===== config.mk =====
export PLATFORM = sky130hd
export DESIGN_NAME = digit_serial_adder
export DESIGN_NICKNAME = d
export VERILOG_FILES = /design/src/rtl/digit_serial_adder.sv
export SDC_FILE = /design/constraint.sdc
export NUM_CORES = 1
export LEC_CHECK = 0
export BUFFER_PORTS_ARGS = -buffer_cell sky130_fd_sc_hd__buf_2
export CORE_UTILIZATION = 54
export CTS_BUF_LIST = sky130_fd_sc_hd__clkbuf_4 sky130_fd_sc_hd__clkbuf_8 sky130_fd_sc_hd__clkbuf_16
export DETAILED_ROUTE_END_ITERATION = 6
export PLACE_DENSITY = 0.81
export SKIP_LAST_GASP = 1
export SLEW_MARGIN = 25
export SYNTH_ARGS = -nofsm -noshare
export SYNTH_HDL_FRONTEND = slang
export SYNTH_SLANG_ARGS = --single-unit

===== constraint.sdc =====
create_clock -name clk -period 2.65 [get_ports clk]
set_clock_uncertainty 0.15 [all_clocks]
set_input_delay 0 -clock clk [delete_from_list [all_inputs] [get_ports clk]]
set_output_delay 0 -clock clk [all_outputs]
set_load 0.01 [all_outputs]

===== src/rtl/digit_serial_adder.sv =====
// Digit-serial adder: WIDTH-bit add, DIGIT bits per clock, registered carry.
// Define DIGIT_SERIAL_ADDER_SUB_EN to add the sub port (a - b - cin).
module digit_serial_adder #(
    parameter int WIDTH = 16,
    parameter int DIGIT = 4
) (
    input  logic             clk,
    input  logic             rst,
    input  logic             in_valid,
    output logic             in_ready,
    input  logic [WIDTH-1:0] a,
    input  logic [WIDTH-1:0] b,
    input  logic             cin,
`ifdef DIGIT_SERIAL_ADDER_SUB_EN
    input  logic             sub,
`endif
    output logic             out_valid,
    input  logic             out_ready,
    output logic [WIDTH-1:0] sum,
    output logic             cout
);

    localparam int NDIG = WIDTH / DIGIT;
    localparam int CW = (NDIG > 1) ? $clog2(NDIG) : 1;
    localparam logic [CW-1:0] LAST = CW'(NDIG - 1);

    typedef enum logic [1:0] {IDLE, RUN, DONE} state_t;

    state_t           state;
    logic [WIDTH-1:0] a_sr;
    logic [WIDTH-1:0] b_sr;
    logic             carry;
    logic [CW-1:0]    cnt;
    logic [DIGIT-1:0] dsum;
    logic             dcarry;
    logic [WIDTH-1:0] sum_next;
    logic [WIDTH-1:0] b_in;
    logic             c_in;

    // Ripple chain of full-adder cells over one digit.
    function automatic logic [DIGIT:0] fa_chain(
        input logic [DIGIT-1:0] x,
        input logic [DIGIT-1:0] y,
        input logic             c0
    );
        logic             c;
        logic [DIGIT-1:0] s;
        c = c0;
        s = '0;
        for (int i = 0; i < DIGIT; i++) begin
            s[i] = x[i] ^ y[i] ^ c;
            c    = (x[i] & y[i]) | (c & (x[i] ^ y[i]));
        end
        return {c, s};
    endfunction

    always_comb begin
        {dcarry, dsum} = fa_chain(a_sr[DIGIT-1:0], b_sr[DIGIT-1:0], carry);
    end

    generate
        if (DIGIT == WIDTH) begin : g_full
            assign sum_next = dsum;
        end else begin : g_part
            assign sum_next = {dsum, sum[WIDTH-1:DIGIT]};
        end
    endgenerate

`ifdef DIGIT_SERIAL_ADDER_SUB_EN
    assign b_in = sub ? ~b : b;
    assign c_in = sub ? ~cin : cin;
`else
    assign b_in = b;
    assign c_in = cin;
`endif

    always_ff @(posedge clk or posedge rst) begin
        if (rst) begin
            state     <= IDLE;
            in_ready  <= 1'b1;
            out_valid <= 1'b0;
            sum       <= '0;
            cout      <= 1'b0;
            a_sr      <= '0;
            b_sr      <= '0;
            carry     <= 1'b0;
            cnt       <= '0;
        end else begin
            unique case (state)
                IDLE: begin
                    if (in_valid) begin
                        a_sr     <= a;
                        b_sr     <= b_in;
                        carry    <= c_in;
                        cnt      <= '0;
                        in_ready <= 1'b0;
                        state    <= RUN;
                    end
                end
                RUN: begin
                    a_sr  <= a_sr >> DIGIT;
                    b_sr  <= b_sr >> DIGIT;
                    sum   <= sum_next;
                    carry <= dcarry;
                    cnt   <= cnt + 1'b1;
                    if (cnt == LAST) begin
                        cout      <= dcarry;
                        out_valid <= 1'b1;
                        state     <= DONE;
                    end
                end
                DONE: begin
                    if (out_ready) begin
                        out_valid <= 1'b0;
                        in_ready  <= 1'b1;
                        state     <= IDLE;
                    end
                end
                default: state <= IDLE;
            endcase
        end
    end

endmodule


==> results by group <==
Setup path
  • Critical path, cell by cell: fa_1, inv_1, fa_1, inv_1, fa_1, inv_1, fa_1, o21ai_1
  • Worst R2R End: sum[15]
  • Setup crit start kind: flop
  • Reg2reg setup slack: 320 ps
  • CP bufs+invs: 3
  • CP max stage delay: 420 ps
  • Worst flop-to-flop path startpoint: a_sr[0]
  • R2R depth: 8
  • Critical Path AT: 2410 ps
  • Delay-heaviest family, CP: adder cells
  • Slowest cell on crit path: fa_1
  • CP Class: reg -> reg
  • Kind of end point of the critical path: flop
  • Worst EP required: 2740 ps
  • Most frequent cell on the critical path: fa_1
  • CP Max Fanout: 2

Status
  • Status: finished, final reports clean

Timing
  • Sum Neg Setup Slack: 0 ps
  • RSZ-0062 raised after global routing: false
  • Fin. Hold Viols: 0
  • Final setup violation count: 0
  • F_max: 0.430 GHz
  • Final slew viol count: 0
  • Worst-Margin Slew: 707 ps
  • Slew margin rel.: 0.529
  • Minimum clock period: 2330 ps
  • Crit share post-route: 0.878

Global routing
  • Vias in the first global route: 2242
  • Gr usage total: 0.257
  • Initial antenna violation count: 0
  • Pin count of the biggest net entering global routing: 36
  • First-pass GRT wire length: 10200 um
  • Total gr overflow: 0

Drt
  • Detailed Route Iter0 Violations: 98
  • DRC viols: 0
  • Post-Route WL: 5880 um
  • Vias: 2221
  • Vias per cell: 5.47
  • Drt pass-1 iters: 4
  • Post-DR wirelength/cell: 14.5 um
  • Post-DRT Antenna Nets: 0

Flow run
  • Max-Cap Viols: 0

Logic synthesis
  • Ys Warns: 0
  • Post-synth ARST share: 1.00
  • Post-synth EDFFs: 0
  • Syn_nets: 310
  • Yosys top cell by area: dfrtp_1
  • Largest cells by area after synthesis: dfrtp_1, nand2_1, nor2_1, inv_1, a311oi_2
  • Most frequent cell after synthesis: dfrtp_1
  • Cells after Synth: 268
  • Sequential share of the synthesized area: 0.535
  • Ys flop type: dfrtp_1
  • Synthesized flop and latch total: 56
  • Synthesized area: 2620 sq um
  • Commonest cells post-synth: dfrtp_1, nand2_1, nor2_1, inv_1, buf_2
  • Mapped Avg Cell Area: 9.78 sq um
  • Count of different cell masters after synthesis: 27
  • Yosys top cell area share: 0.525

Clock tree
  • Clk_lat worst skew: 300 ps
  • Longest Clk Path Bufs: 2
  • H-Tree Level Count: 2
  • Clock sinks: 56
  • Clk pin slew, worst setup/hold paths: 100 ps
  • Root buffer cell: clkbuf_8
  • CTS tree: built
  • CTS Buf Count: 5

Place
  • GP Congestion: 0.737
  • IO buf count: 55
  • DP Wirelength: 3570 um

Floorplanning
  • Die Ht: 71.7 um
  • Die X: 71.7 um
  • Num ports: 56
  • Core Region: 4500 sq um
  • Initial Util: 0.582
  • Row Count: 24
  • Die Area: 5140 sq um

Final layout
  • Share of cells above drive strength 1: 0.237
  • Final core occ: 0.747
  • Layout Nets: 395
  • Syn-to-layout area delta: 28.3%
  • Fill count: 326
  • Diode count: 0

Hold path
  • Hold Crit Class: in -> async

Pwr
  • Leakage power: 1.68 nW
  • Max IR drop VDD: 0.532 mV
  • Pwr dens: 1120 nW/um^2
-- power breakdown --
group	internal (mW)	total (mW)	switching [mW]
registers	1.25	1.48	0.230
logic	0.777	1.81	1.03
clock network	0.210	0.477	0.267
-- worst reg2reg max path, stage by stage, from the launching register on --
cell	delay [ps]
dfrtp_1	410
fa_1	420
inv_1	70
fa_1	160
inv_1	50
fa_1	360
inv_1	80
fa_1	410
o21ai_1	150
-- cell families after synthesis --
group	Yosys count	share of synthesized area
AND/OR/NAND/NOR	97	0.147
flip-flops	56	0.535
adder cells (fa/ha/maj)	5	0.0353
AO/OA/AOI/OAI	60	0.196
buffers and inverters	50	0.0859
-- per-stage QoR --
stage / instances / hold WS [ps] / total power, mW / instance area, sq um / setup WS [ps]
after floorplan: 268 / -14.0 / 2.83 / 2620 / 463
final: 406 / 182 / 3.77 / 3360 / 323
after global placement: 363 / -41.6 / 3.16 / 2910 / 424
after global routing: 406 / 213 / 4.11 / 3360 / 205
after detailed placement: 363 / -34.7 / 3.25 / 2910 / 344
after CTS: 406 / 168 / 3.79 / 3350 / 309
-- state kept, by name, indices dropped and copies added (netlist names) --
name,flops
state,2
out_valid,1
b_sr,16
carry,1
sum,16
a_sr,16
in_ready,1
cnt,2
cout,1
-- area by class of cell --
cell class	instances	area, sq um	share of cell area
Clock inverter	1	8.76	0.00260
Multi-Input combinational cell	162	1000	0.299
Inverter	30	113	0.0335
Sequential cell	56	1400	0.417
Timing Repair Buffer	98	686	0.204
Tap cell	52	65.1	0.0193
Clock buffer	7	83.8	0.0249
-- worst max path at each step --
stage               startpoint       to  cells past startpoint
floorplan              a_sr[0]  sum[15]                      8
global placement       a_sr[0]  sum[15]                      8
detailed placement     a_sr[0]  sum[15]                      8
CTS                    a_sr[0]  sum[15]                      8
global route           a_sr[0]  sum[15]                      8
finish                 a_sr[0]  sum[15]                      8
-- layer usage --
| layer | track usage | share of wire | wire, um |
|---|---|---|---|
| met1 | 0.319 | 0.41 | 2430 |
| met2 | 0.457 | 0.53 | 3110 |
| met3 | 0.0492 | 0.044 | 256 |
| met4 | 0.0784 | 0.013 | 76 |
| met5 | 0 | 0 | 0 |
-- placed cells by master, fill, tap and decap left out --
cell,synthesis,routed
clkbuf_4,0,2
inv_1,30,29
nor2_1,40,39
o21ai_0,8,8
buf_2,15,55
dfstp_2,1,1
a311oi_1,5,5
nor2b_1,7,7
nand2_1,48,48
o21ba_4,1,1
buf_4,1,8
a221oi_2,2,2
clkinv_4,0,1
a32oi_1,9,9
nor2_4,0,1
o21a_1,9,9
a21oi_1,5,5
nand2b_1,2,2
clkbuf_8,0,5
ha_1,1,1
o21ai_1,3,3
fa_1,4,4
a31oi_1,1,1
o21bai_2,0,1
a311oi_2,6,6
a22o_1,2,2
dlygate4sd3_1,0,35
a32o_1,5,5
a221oi_1,3,3
dfrtp_1,55,55
inv_2,0,1
-- repair_timing --
| action | CTS | global route |
|---|---|---|
| hold endpoints to repair | 63 | 0 |
| setup buffers | 0 | 0 |
| resized for setup | 0 | 0 |
| hold buffers | 35 | 0 |
Power figures use the tool's default switching activity.
